`src/rtl/sgn_detect_pipe.sv`:
```
`default_nettype none
// +----------------------------------------------------------------------------+
// | sgn_detect_pipe: segmented carry-propagate sign detector for carry-save    |
// | (VS, VC) pairs, one result per clock. SGN_ZERO_DETECT_EN adds zero output. |
// | Revision: 1.0                                                              |
// +----------------------------------------------------------------------------+
module sgn_detect_pipe #(
  parameter int W      = 16,
  parameter int STAGES = 4
) (
  input  logic         clk,
  input  logic         reset,
  input  logic         data_in,
  input  logic [W-1:0] VS,
  input  logic [W-1:0] VC,
  input  logic         hold,
  input  logic         flush,
  output logic         sgn,
  output logic         data_out
`ifdef SGN_ZERO_DETECT_EN
  ,
  output logic         zero
`endif
);

  localparam int SEG  = W / STAGES;
  localparam int SEGP = SEG + 1;

  // Level k keeps only operand segments k..STAGES-1, so levels are packed back to back.
  function automatic int lvl_off(input int k);
    return k * W - (SEG * k * (k - 1)) / 2;
  endfunction

  localparam int TOT = lvl_off(STAGES);

  logic [TOT-1:0]    r_vs, r_vc, w_vs_nxt, w_vc_nxt;
  logic [STAGES-1:0] r_c, r_v, w_c_nxt, w_v_nxt;
  logic              w_top_msb;
`ifdef SGN_ZERO_DETECT_EN
  logic [STAGES-1:0] r_z, w_z_nxt;
  logic              w_top_zero;
`endif

  assign w_vs_nxt[W-1:0] = VS;
  assign w_vc_nxt[W-1:0] = VC;
  assign w_c_nxt[0]      = 1'b0;
  assign w_v_nxt[0]      = data_in;
`ifdef SGN_ZERO_DETECT_EN
  assign w_z_nxt[0]      = 1'b1;
`endif

  for (genvar k = 0; k < STAGES; k++) begin : g_stage
    localparam int O = lvl_off(k);
    if (k < STAGES - 1) begin : g_mid
      localparam int LW = W - k * SEG;
      logic [SEG:0] w_sum;
      assign w_sum = {1'b0, r_vs[O +: SEG]} + {1'b0, r_vc[O +: SEG]} + SEGP'(r_c[k]);
      assign w_vs_nxt[O+LW +: LW-SEG] = r_vs[O+SEG +: LW-SEG];
      assign w_vc_nxt[O+LW +: LW-SEG] = r_vc[O+SEG +: LW-SEG];
      assign w_c_nxt[k+1] = w_sum[SEG];
      assign w_v_nxt[k+1] = r_v[k];
`ifdef SGN_ZERO_DETECT_EN
      assign w_z_nxt[k+1] = r_z[k] & (w_sum[SEG-1:0] == '0);
`else
      logic w_unused_bits;
      assign w_unused_bits = ^w_sum[SEG-1:0];
`endif
    end else begin : g_last
      // Carry out of the top segment is the discarded mod-2^W overflow.
      logic [SEG-1:0] w_sum;
      assign w_sum     = r_vs[O +: SEG] + r_vc[O +: SEG] + SEG'(r_c[k]);
      assign w_top_msb = w_sum[SEG-1];
`ifdef SGN_ZERO_DETECT_EN
      assign w_top_zero = r_z[k] & (w_sum == '0);
`else
      logic w_unused_bits;
      assign w_unused_bits = ^w_sum;
`endif
    end
  end

  always_ff @(posedge clk or posedge reset) begin
    if (reset) begin
      r_vs     <= '0;
      r_vc     <= '0;
      r_c      <= '0;
      r_v      <= '0;
      sgn      <= 1'b0;
      data_out <= 1'b0;
`ifdef SGN_ZERO_DETECT_EN
      r_z      <= '0;
      zero     <= 1'b0;
`endif
    end else if (flush) begin
      r_v      <= '0;
      data_out <= 1'b0;
    end else if (!hold) begin
      r_vs     <= w_vs_nxt;
      r_vc     <= w_vc_nxt;
      r_c      <= w_c_nxt;
      r_v      <= w_v_nxt;
      data_out <= r_v[STAGES-1];
`ifdef SGN_ZERO_DETECT_EN
      r_z      <= w_z_nxt;
`endif
      if (r_v[STAGES-1]) begin
        sgn  <= ~w_top_msb;
`ifdef SGN_ZERO_DETECT_EN
        zero <= w_top_zero;
`endif
      end
    end
  end

endmodule
`default_nettype wire

```
`config.mk`:
```
export PLATFORM = sky130hd
export DESIGN_NAME = sgn_detect_pipe
export DESIGN_NICKNAME = d
export VERILOG_FILES = /design/src/rtl/sgn_detect_pipe.sv
export SDC_FILE = /design/constraint.sdc
export NUM_CORES = 1
export LEC_CHECK = 0
export CORE_UTILIZATION = 40
export DETAILED_ROUTE_END_ITERATION = 8
export GPL_TIMING_DRIVEN = 0
export PLACE_DENSITY_LB_ADDON = 0.05
export SKIP_LAST_GASP = 1
export SLEW_MARGIN = 25
export SYNTH_ARGS = -nofsm -noshare
export SYNTH_HDL_FRONTEND = slang
export SYNTH_SLANG_ARGS = --single-unit
```
`constraint.sdc`:
```
create_clock -name clk -period 3.71 [get_ports clk]
set_clock_uncertainty 0.15 [all_clocks]
set_input_delay 0.742 -clock clk [delete_from_list [all_inputs] [get_ports clk]]
set_output_delay 0.742 -clock clk [all_outputs]
set_load 0.1 [all_outputs]
```
; Yosys cells after proc, flatten, opt, wreduce, memory -nomap -nowiden
; Index checks and enable logic that the tools add are counted.
[totals]
register_bits = 89
latch_bits = 0
mem_bits_rw = 0
romBits = 0
inputBits = 37
output_inout_bits = 2
elab_cells = 23
memories = 0
[classes]
addsub = 7
n_mul = 0
div_mod_pow = 0
order_cmp = 0
n_eq_ne = 1
shifts = 0
n_mux = 4
bitwise_logic = 3
reduce_logical = 2
[op_table]
columns = operator, n
row1 = $add A4 B4 Y5, 3
row2 = $add A5 B1 Y5, 2
row3 = $mux W4, 2
row4 = $add A4 B1 Y4, 1
row5 = $add A4 B4 Y4, 1
row6 = $not A1 Y1, 3
row7 = $reduce_and A3 Y1, 1
row8 = $mux W1, 2
row9 = $ne A2 B1 Y1 const B, 1
row10 = $reduce_and A2 Y1, 1

; Longest topological paths before layout
; Gate-level depths: netlist (run 1).
[logic_depth]
ltp_word = 3
ltp_mapped = 7
depth_no_buf = 5

; Worst setup path after synthesis (run 1)
; Ideal clock, no wire load.
[synth_path]
kind = input -> register
from = input hold
to = register r_vc[10]
setup_time_ps = 125
arrival_time_ps = 1655
required_ps = 3435
setup_slack_ps = 1780
path_stages = 5
path_buffers = 3
cell_sequence = buf_2 > nor2_4 > buf_6 > buf_8 > mux2_4
[synth_between]
elab_chain_len = 2
[synth_lines]
columns = item, line
row1 = "start, declared", 16  ; input logic hold,
row2 = $not A1 Y1 (no line), -
row3 = $reduce_and A2 Y1 (no line), -
row4 = "end signal, assigned", 99  ; r_vc <= w_vc_nxt;
row5 = "end, declared", 36  ; logic [TOT-1:0] r_vs, r_vc, w_vs_nxt, w_vc_nxt;
; No other way between the ends.
; A chain may end at the register's enable or synchronous reset.

; Final worst setup path (run 1)
[layout_path]
from = register data_out
to = output data_out
[layout_rtl]
columns = item, line
row1 = "start, declared", 19  ; output logic data_out
row2 = "start signal, assigned", 102  ; data_out <= r_v[STAGES-1];
; No word-level cell between the ends.

==> load_flow_metrics.sql, run 1 <==
INSERT INTO impl_metrics (metric_group, metric, value, unit) VALUES
('global_route', 'grt_first_pass_wirelength', '10.1', 'mm'),
('placement', 'dpl.cell_count', '377', ''),
('logic_synthesis', 'yosys.area.top_type_share', '0.600', ''),
('floorplan', 'die_span_in_y', '98.4', 'um'),
('setup_path', 'startpoint_class', 'register', ''),
('cells_and_area', 'area_growth_syn_to_layout', '20.2', '%'),
('routing', 'via_count', '1914', ''),
('worst_hold_path', 'timing.hold.worst_path_depth', '2', ''),
('cts', 'cts.clk_slew.worst_paths', '0.09', 'ns'),
('placement', 'port-buffer-count', '37', ''),
('cells_and_area', 'instances_no_fill', '393', ''),
('sta', 'timing.final.hold_violations', '0', ''),
('setup_path', 'worst_ep_required_time', '2.82', 'ns'),
('sta', 'finalCritPeriodShare', '0.733', ''),
('logic_synthesis', 'async_reset_ff_frac', '1.00', ''),
('placement', 'dpl.hpwl', '3.91', 'mm'),
('global_route', 'maximum_number_of_pins_on_one_net_before_global_route_repair', '48', ''),
('power', 'peakVddDrop', '0.000221', 'V'),
('cts', 'htree_num_levels', '3', ''),
('logic_synthesis', 'syn-num-nets', '282', ''),
('setup_path', 'critPathSlowestCell', 'sky130_fd_sc_hd__clkdlybuf4s50_1', ''),
('power', 'leakagePower', '0.00197', 'uW'),
('worst_hold_path', 'min-delay-start', 'sgn', ''),
('cts', 'cts_tree', 'yes', ''),
('cts', 'worstSkewPairLatency', '0.34', 'ns'),
('setup_path', 'critical_path_cell_count', '1', ''),
('logic_synthesis', 'synth_area_per_inst', '16.1', 'um2'),
('cts', 'tritoncts.num_buffers', '9', ''),
('setup_path', 'timing.rr.start', 'r_vs[1]', ''),
('cells_and_area', 'layout_cells_sized_above_1', '0.379', ''),
('floorplan', 'fp-row-count', '34', ''),
('cts', 'ctsResizeCount', '0', ''),
('routing', 'detail_route.first_pass.iterations', '5', ''),
('logic_synthesis', 'synth_edf_count', '0', ''),
('cells_and_area', 'antenna-diode-count', '0', ''),
('cells_and_area', 'postLayoutCoreUtil', '0.505', ''),
('floorplan', 'design.die.area', '9680', 'um2'),
('sta', 'max_freq', '0.368', 'GHz'),
('sta', 'worst_slew_pin_slew', '0.958', 'ns'),
('logic_synthesis', 'synth.largest_area_cell', 'sky130_fd_sc_hd__dfrtp_1', ''),
('setup_path', 'critPathBufInv', '1', ''),
('logic_synthesis', 'synth-seq-cells', '89', ''),
('global_route', 'grt_usage', '0.135', ''),
('setup_path', 'cp_cell_sequence', 'clkdlybuf4s50_1', ''),
('global_route', 'antenna_found_initial', '0', ''),
('logic_synthesis', 'sequential_area_share_after_synthesis', '0.600', ''),
('cells_and_area', 'total_area_of_multi_input_combinational_cells', '1390', 'um2'),
('placement', 'place_congestion', '0.658', ''),
('logic_synthesis', 'ys_dominant_reg_cell', 'sky130_fd_sc_hd__dfrtp_1', ''),
('setup_path', 'critical_path.endpoint_type', 'output port', ''),
('logic_synthesis', 'syn_inst', '231', ''),
('cts', 'hold_buffers', '0', ''),
('sta', 'final-max-slew-violation-count', '0', ''),
('setup_path', 'crit_family', 'buffers and inverters', ''),
('floorplan', 'core-area', '8850', 'um2'),
('routing', 'total_routed_wirelength', '5.76', 'mm'),
('logic_synthesis', 'synthMostInstantiatedCell', 'sky130_fd_sc_hd__dfrtp_1', ''),
('worst_hold_path', 'hold_crit_path_type', 'reg2reg', ''),
('global_route', 'grt_pass1_vias', '2055', ''),
('power', 'p_per_area', '568', 'nW/um2'),
('routing', 'postRouteAntennaNets', '0', ''),
('routing', 'avgViaCountPerCell', '4.87', ''),
('routing', 'remaining_drc_errors', '0', ''),
('sta', 'grt_setup_unrepaired', 'no', ''),
('sta', 'timing.final.setup_violations', '0', ''),
('cells_and_area', 'seq_area', '2230', 'um2'),
('sta', 'maxSlewHeadroom', '0.359', ''),
('global_route', 'aggregate_global_routing_overflow', '0', ''),
('logic_synthesis', 'synth.top_cells.by_area', 'sky130_fd_sc_hd__dfrtp_1 60%, sky130_fd_sc_hd__mux2_2 17%, sky130_fd_sc_hd__mux2_4 9.3%', ''),
('routing', 'wl_per_cell', '14.7', 'um'),
('outcome', 'status', 'completed', '');
power breakdown:
group,switching [uW],internal (uW),leakage (uW)
combinational,183,325,0.000805
clock,331,379,0.0000995
sequential,124,1190,0.00106
cells in the final DEF (no fill, tap or decap), drive strengths merged, types with 3 or more instances in the layout:
| master | instances |
|---|---|
| ha | 14 |
| mux2 | 80 |
| nand2 | 3 |
| a21oi | 8 |
| clkbuf | 11 |
| nor2 | 9 |
| clkdlybuf4s50 | 37 |
| buf | 11 |
| dfrtp | 89 |
| mux2i | 5 |
kinds of logic (layout without fill, tap and decap cells):
family          count (synthesis)  in the layout  synth area share
xor+xnor                        2              2           0.00472
flops                          89             89             0.600
fa+ha+maj                      14             14            0.0472
compound gates                 16             16            0.0253
simple gates                   14             14            0.0175
mux                            85             85             0.279
buf+inv                        11             65            0.0266
state kept, by name, summed over array words and instances (netlist names):
| register | count |
|---|---|
| data_out | 1 |
| r_c | 3 |
| r_v | 4 |
| r_vc | 40 |
| r_vs | 40 |
| sgn | 1 |
per-layer routing:
layer | track usage | vias to the layer above | routed length, um
li1 | - | 910 | -
met2 | 0.209 | 30 | 2740
met5 | 0 | - | 0
met4 | 0.0379 | 0 | 67
met1 | 0.182 | 968 | 2750
met3 | 0.0451 | 6 | 202
final timing paths:
path,slack [ns],to
min in group asynchronous,0.63,sgn
worst min-delay path,0.35,sgn
max in group asynchronous,2.21,r_vc[9]
worst max register to register,2.10,r_c[1]
worst max-delay path,0.99,data_out
worst min register to register,0.35,sgn
tightest hold or removal path, stage by stage (launching register included):
cell                      delay (ns)
sky130_fd_sc_hd__dfrtp_1        0.35
sky130_fd_sc_hd__nand2_1        0.05
sky130_fd_sc_hd__o21ai_1        0.06
cell type report:
cell class                      count  share of cell area
Buffer                             10              0.0213
Clock buffer                       11              0.0294
Clock inverter                      5              0.0179
Inverter                            1             0.00196
Multi-Input combinational cell    131               0.311
Sequential cell                    89               0.499
Tap cell                          108              0.0303
Timing Repair Buffer               38              0.0891
per-stage QoR:
| stage | total power, uW | setup slack [ns] | hold WS (ns) | TNS [ns] | area (um2) |
|---|---|---|---|---|---|
| 2_1_floorplan | 1710 | 0.511 | 0.325 | 0 | 3710 |
| 3_3_place_gp | 1840 | -0.964 | 0.316 | -85.32 | 4220 |
| 3_5_place_dp | 1860 | 1.19 | 0.336 | 0 | 4250 |
| 4_1_cts | 2580 | 0.968 | 0.356 | 0 | 4460 |
| 5_1_grt | 2710 | 0.940 | 0.375 | 0 | 4460 |
| 6_report | 2540 | 0.989 | 0.345 | 0 | 4460 |
(Power assumes the default switching activity.)
==> run 2, diff against run 1 <==
==> constraint.sdc (replaced) <==
create_clock -name clk -period 2.2 [get_ports clk]
set_clock_uncertainty 0.15 [all_clocks]
set_input_delay 0.44 -clock clk [delete_from_list [all_inputs] [get_ports clk]]
set_output_delay 0.44 -clock clk [all_outputs]
set_load 0.1 [all_outputs]
==> load_flow_metrics.sql, run 2 (synthesized netlist as in run 1, its figures left out) <==
INSERT INTO impl_metrics (metric_group, metric, value, unit) VALUES
('cts', 'cts_num_sinks', '89', ''),
('cells_and_area', 'postLayoutCoreUtil', '0.507', ''),
('power', 'peakVddDrop', '0.000360', 'V'),
('setup_path', 'timing.rr.start', 'r_vs[1]', ''),
('routing', 'detail_route.first_pass.iterations', '3', ''),
('cts', 'cts.repair_timing.setup_buffer_count', '0', ''),
('setup_path', 'cp_max_fo', '2', ''),
('global_route', 'antenna_found_initial', '0', ''),
('sta', 'max_freq', '0.470', 'GHz'),
('sta', 'final-max-slew-violation-count', '0', ''),
('outcome', 'status', 'completed', ''),
('worst_hold_path', 'hold_crit_path_type', 'in2async', ''),
('cells_and_area', 'layout_cells_sized_above_1', '0.376', ''),
('sta', 'finalWorstPathRequiredPeriod', '2.13', 'ns'),
('placement', 'dp_worst_setup_slack', '-0.0179', 'ns'),
('setup_path', 'setup.reg_to_reg.worst_slack', '0.57', 'ns'),
('cells_and_area', 'antenna-diode-count', '0', ''),
('cells_and_area', 'most_common_cell_after_layout_fill_and_taps_aside', 'sky130_fd_sc_hd__dfrtp_1', ''),
('power', 'leakagePower', '0.00199', 'uW'),
('cts', 'worstSkewPairLatency', '0.34', 'ns'),
('setup_path', 'startpoint_class', 'register', ''),
('setup_path', 'critPathBufInv', '1', ''),
('floorplan', 'design.die.area', '9680', 'um2'),
('cts', 'cts_tree', 'yes', ''),
('global_route', 'aggregate_global_routing_overflow', '0', ''),
('floorplan', 'fp-row-count', '34', ''),
('setup_path', 'worst_r2r_path_depth', '5', ''),
('setup_path', 'critPathArrivalTime', '1.54', 'ns'),
('cells_and_area', 'finish.net_count', '333', ''),
('floorplan', 'core-area', '8850', 'um2'),
('placement', 'port-buffer-count', '37', ''),
('routing', 'highest_metal_layer_used_by_the_detailed_router', 'met4', ''),
('floorplan', 'top_level_ports', '39', ''),
('placement', 'dpl.hpwl', '4.12', 'mm'),
('setup_path', 'critical_path.endpoint_type', 'output port', ''),
('floorplan', 'floorplan.die.width', '98.4', 'um'),
('sta', 'timing.final.setup_violations', '0', ''),
('setup_path', 'cp_cell_sequence', 'dlygate4sd2_1', ''),
('routing', 'remaining_drc_errors', '0', ''),
('setup_path', 'critical_path.reg2reg.endpoint', 'r_c[1]', ''),
('cts', 'cts-root-buf', 'sky130_fd_sc_hd__clkbuf_8', ''),
('setup_path', 'critPathSlowestCell', 'sky130_fd_sc_hd__dlygate4sd2_1', ''),
('routing', 'dr_wl_met2', '2.73', 'mm'),
('sta', 'grt_setup_unrepaired', 'no', ''),
('routing', 'wl_per_cell', '14.6', 'um'),
('setup_path', 'critPathMaxStageDelay', '0.85', 'ns'),
('routing', 'postRouteAntennaNets', '0', ''),
('cells_and_area', 'top_regs', 'r_vc x40, r_vs x40, r_v x4', ''),
('cts', 'worst_case_clock_buffer_depth', '2', ''),
('routing', 'total_routed_wirelength', '5.76', 'mm'),
('routing', 'detail_route.wirelength.met1', '2.76', 'mm'),
('cts', 'cts.clk_slew.worst_paths', '0.08', 'ns'),
('power', 'p_per_area', '948', 'nW/um2'),
('global_route', 'maximum_number_of_pins_on_one_net_before_global_route_repair', '26', ''),
('global_route', 'grt_usage', '0.135', ''),
('run', 'cap_viol_max_count', '0', ''),
('sta', 'maxSlewHeadroom', '0.371', ''),
('floorplan', 'die_span_in_y', '98.4', 'um'),
('floorplan', 'start_util', '0.420', ''),
('routing', 'avgViaCountPerCell', '4.95', ''),
('setup_path', 'crit_family', 'buffers and inverters', ''),
('global_route', 'grt_first_pass_wirelength', '10.1', 'mm'),
('placement', 'place_congestion', '0.663', ''),
('cts', 'tritoncts.num_buffers', '9', ''),
('sta', 'finalCritPeriodShare', '0.967', ''),
('routing', 'drt_first_iter_violations', '19', ''),
('sta', 'post_route_setup_slack', '0.0722', 'ns'),
('cts', 'htree_num_levels', '3', ''),
('sta', 'timing.final.hold_violations', '0', ''),
('cells_and_area', 'filler_cell_count', '793', ''),
('sta', 'worst_slew_pin_slew', '0.948', 'ns'),
('routing', 'via_count', '1954', ''),
('setup_path', 'critical_path_class', 'reg2out', ''),
('cells_and_area', 'area_growth_syn_to_layout', '20.7', '%'),
('routing', 'wl_met3', '202', 'um'),
('cells_and_area', 'most-common-layout-cells', '89 x sky130_fd_sc_hd__dfrtp_1, 57 x sky130_fd_sc_hd__mux2_2, 35 x sky130_fd_sc_hd__clkdlybuf4s50_1, 23 x sky130_fd_sc_hd__mux2_4, 14 x sky130_fd_sc_hd__ha_1', ''),
('global_route', 'grt_pass1_vias', '2061', ''),
('setup_path', 'worst_ep_required_time', '1.61', 'ns');
==> run 2: timing repair <==
| action | 4_1_cts | 5_1_grt |
|---|---|---|
| hold buffers | 0 | 0 |
| resized for setup | 2 | 0 |
| endpoints found under the setup margin | 2 | 0 |
==> run 2: area by class of cell <==
class | count | area (um2) | share of cell area
Inverter | 1 | 7.51 | 0.00167
Clock buffer | 13 | 139 | 0.0310
Buffer | 10 | 95.1 | 0.0212
Timing Repair Buffer | 40 | 428 | 0.0954
Sequential cell | 89 | 2230 | 0.497
Multi-Input combinational cell | 131 | 1390 | 0.310
Tap cell | 108 | 135 | 0.0301
Clock inverter | 3 | 65.1 | 0.0145
==> run 2: per-stage QoR <==
step	instances	setup TNS, ns	instance area (um2)	hold WS, ns	total power (uW)
final	395	0	4490	0.299	4250
after global routing	395	0	4490	0.313	4550
after CTS	395	0	4490	0.290	4330
after detailed placement	379	-0.256	4280	0.336	3150
after global placement	376	-39.05	4220	0.315	3100
after floorplan	231	0	3720	0.325	2880
==> run 2: worst max path at each step <==
stage	startpoint	endpoint	slack [ns]	cells past startpoint
after floorplan	reset	data_out	0.57	1
after global placement	reset	r_vc[4]	-0.44	2
after detailed placement	flush	r_vc[2]	-0.02	5
after CTS	data_out	data_out	0.04	1
after global routing	sgn	sgn	0.02	1
final	data_out	data_out	0.07	1
==> run 2: report_power, final <==
part | switching, uW | total [uW] | internal, uW
clock | 526 | 1170 | 641
combinational | 312 | 864 | 552
sequential | 210 | 2220 | 2010
total | 1050 | 4250 | 3210
==> run 2: routing by layer <==
metal | track usage | vias to the layer above
met4 | 0.0413 | 0
met2 | 0.210 | 29
met1 | 0.180 | 1001
met5 | 0 | -
met3 | 0.0451 | 5
li1 | - | 919
==> run 3, diff against run 2 <==
--- a/config.mk
+++ b/config.mk
@@ -5,7 +5,7 @@
 export SDC_FILE = /design/constraint.sdc
 export NUM_CORES = 1
 export LEC_CHECK = 0
-export CORE_UTILIZATION = 40
+export CORE_UTILIZATION = 50
 export DETAILED_ROUTE_END_ITERATION = 8
 export GPL_TIMING_DRIVEN = 0
 export PLACE_DENSITY_LB_ADDON = 0.05
==> load_flow_metrics.sql, run 3 (synthesized netlist as in run 1, its figures left out) <==
INSERT INTO impl_metrics (metric_group, metric, value, unit) VALUES
('outcome', 'status', 'completed', ''),
('setup_path', 'critical_path_class', 'reg2out', ''),
('cts', 'cts.clk_slew.worst_paths', '0.09', 'ns'),
('global_route', 'grt_usage', '0.170', ''),
('floorplan', 'die_span_in_y', '88.2', 'um'),
('routing', 'postRouteAntennaNets', '0', ''),
('setup_path', 'cp_cell_sequence', 'dlygate4sd2_1', ''),
('setup_path', 'critical_path.endpoint_type', 'output port', ''),
('global_route', 'grt_first_pass_wirelength', '9.79', 'mm'),
('cts', 'cts.repair_timing.setup_buffer_count', '0', ''),
('setup_path', 'critPathSlowestCell', 'sky130_fd_sc_hd__dlygate4sd2_1', ''),
('floorplan', 'core-area', '7210', 'um2'),
('setup_path', 'startpoint_class', 'register', ''),
('setup_path', 'critPathMaxStageDelay', '0.85', 'ns'),
('routing', 'wl_per_cell', '14.8', 'um'),
('sta', 'grt_setup_unrepaired', 'no', ''),
('cells_and_area', 'filler_cell_count', '594', ''),
('sta', 'timing.final.hold_violations', '0', ''),
('power', 'peakVddDrop', '0.000543', 'V'),
('routing', 'detail_route.first_pass.iterations', '4', ''),
('sta', 'maxSlewHeadroom', '0.371', ''),
('cells_and_area', 'most_common_cell_after_layout_fill_and_taps_aside', 'sky130_fd_sc_hd__dfrtp_1', ''),
('sta', 'worst_slew_pin_slew', '0.947', 'ns'),
('sta', 'final-max-slew-violation-count', '0', ''),
('placement', 'port-buffer-count', '37', ''),
('sta', 'max_freq', '0.470', 'GHz'),
('cts', 'worstSkewPairLatency', '0.35', 'ns'),
('cells_and_area', 'postLayoutCoreUtil', '0.627', ''),
('cells_and_area', 'layout_cells_sized_above_1', '0.390', ''),
('setup_path', 'worst_ep_required_time', '1.61', 'ns'),
('cts', 'cts_tree', 'yes', ''),
('sta', 'finalCritPeriodShare', '0.968', ''),
('cells_and_area', 'area_growth_syn_to_layout', '21.7', '%'),
('cts', 'tritoncts.num_buffers', '9', ''),
('cts', 'cts_num_sinks', '89', ''),
('global_route', 'grt_pass1_vias', '1954', ''),
('placement', 'place_congestion', '0.682', ''),
('floorplan', 'start_util', '0.515', ''),
('cts', 'cts-root-buf', 'sky130_fd_sc_hd__clkbuf_8', ''),
('routing', 'drt_first_iter_violations', '44', ''),
('cells_and_area', 'antenna-diode-count', '0', ''),
('run', 'cap_viol_max_count', '0', ''),
('routing', 'via_count', '1943', ''),
('cells_and_area', 'total_area_of_multi_input_combinational_cells', '1390', 'um2'),
('routing', 'avgViaCountPerCell', '5.03', ''),
('setup_path', 'critPathBufInv', '1', ''),
('placement', 'dpl.hpwl', '3.94', 'mm'),
('cells_and_area', 'seq_area', '2230', 'um2'),
('power', 'power', '4450', 'uW'),
('floorplan', 'design.die.area', '7780', 'um2'),
('cells_and_area', 'top_regs', 'r_vc x40, r_vs x40, r_v x4', ''),
('setup_path', 'cp_max_fo', '2', ''),
('global_route', 'maximum_number_of_pins_on_one_net_before_global_route_repair', '33', ''),
('floorplan', 'fp-row-count', '31', ''),
('setup_path', 'crit_family', 'buffers and inverters', ''),
('sta', 'finalWorstPathRequiredPeriod', '2.13', 'ns'),
('cells_and_area', 'finish.net_count', '333', ''),
('setup_path', 'critPathArrivalTime', '1.54', 'ns'),
('floorplan', 'top_level_ports', '39', ''),
('worst_hold_path', 'hold_crit_path_type', 'in2async', ''),
('routing', 'total_routed_wirelength', '5.71', 'mm'),
('power', 'p_per_area', '984', 'nW/um2'),
('cts', 'htree_num_levels', '3', ''),
('cts', 'worst_case_clock_buffer_depth', '2', ''),
('sta', 'timing.final.setup_violations', '0', ''),
('global_route', 'antenna_found_initial', '0', ''),
('power', 'leakagePower', '0.00201', 'uW'),
('global_route', 'aggregate_global_routing_overflow', '0', ''),
('cells_and_area', 'most-common-layout-cells', '89 x sky130_fd_sc_hd__dfrtp_1, 57 x sky130_fd_sc_hd__mux2_2, 35 x sky130_fd_sc_hd__clkdlybuf4s50_1, 23 x sky130_fd_sc_hd__mux2_4, 14 x sky130_fd_sc_hd__ha_1', ''),
('routing', 'remaining_drc_errors', '0', ''),
('floorplan', 'floorplan.die.width', '88.2', 'um');
-- run 3: changes by cell type in the layout (fill, tap and decap cells not counted) --
cell	delta
sky130_fd_sc_hd__dlygate4sd2_1	-1
sky130_fd_sc_hd__clkdlybuf4s15_1	+1
sky130_fd_sc_hd__clkbuf_1	-4
sky130_fd_sc_hd__clkinv_2	-1
sky130_fd_sc_hd__inv_6	+2
sky130_fd_sc_hd__clkinv_4	+2
sky130_fd_sc_hd__bufinv_16	+1
-- run 3: repair_timing --
action	4_1_cts	5_1_grt
pin swaps	0	0
endpoints found under the setup margin	2	1
hold endpoints to repair	0	0
cloned	0	0
resized for setup	2	1
hold buffers	0	0
-- run 3: through the flow --
| step | TNS, ns | area, um2 | hold slack, ns | instances | setup WS, ns |
|---|---|---|---|---|---|
| 6_report | 0 | 4520 | 0.153 | 386 | 0.0701 |
| 5_1_grt | 0 | 4520 | 0.142 | 386 | 0.0183 |
| 4_1_cts | 0 | 4520 | 0.142 | 386 | 0.0239 |
| 3_5_place_dp | 0 | 4270 | 0.324 | 370 | 0.00148 |
| 3_3_place_gp | -34.64 | 4210 | 0.316 | 367 | -0.394 |
| 2_1_floorplan | 0 | 3720 | 0.325 | 231 | 0.572 |
-- run 3: power breakdown --
group	internal (uW)	switching, uW	leakage (uW)
Combinational	554	315	0.000822
Sequential	2010	212	0.00106
Clock	766	589	0.000124
Total	3330	1120	0.00201
-- run 3: routing by layer --
| metal | vias to the layer above | global-route usage | share of wire |
|---|---|---|---|
| met3 | 2 | 0.0452 | 0.030 |
| li1 | 923 | - | - |
| met5 | - | 0 | 0 |
| met4 | 0 | 0.0528 | 0.0049 |
| met1 | 991 | 0.245 | 0.49 |
| met2 | 27 | 0.252 | 0.48 |
-- run 3: layout make-up --
type / instances / area share
clock buffer: 9 / 0.0274
tap: 99 / 0.0274
sequential: 89 / 0.493
buffer: 10 / 0.0210
multi-input combinational: 131 / 0.307
inverter: 1 / 0.00166
timing repair buffer: 40 / 0.0949
clock inverter: 7 / 0.0277
-- run 3: final timing paths --
check,from,cells after the start,endpoint,slack (ns)
worst max-delay path,sgn,1,sgn,0.07
worst min register to register,sgn,2,sgn,0.34
worst min-delay path,reset,2,r_v[0],0.15
min in group clk,sgn,2,sgn,0.34
worst max register to register,r_vs[1],5,r_c[1],0.62
max in group asynchronous,reset,4,r_vc[28],1.16
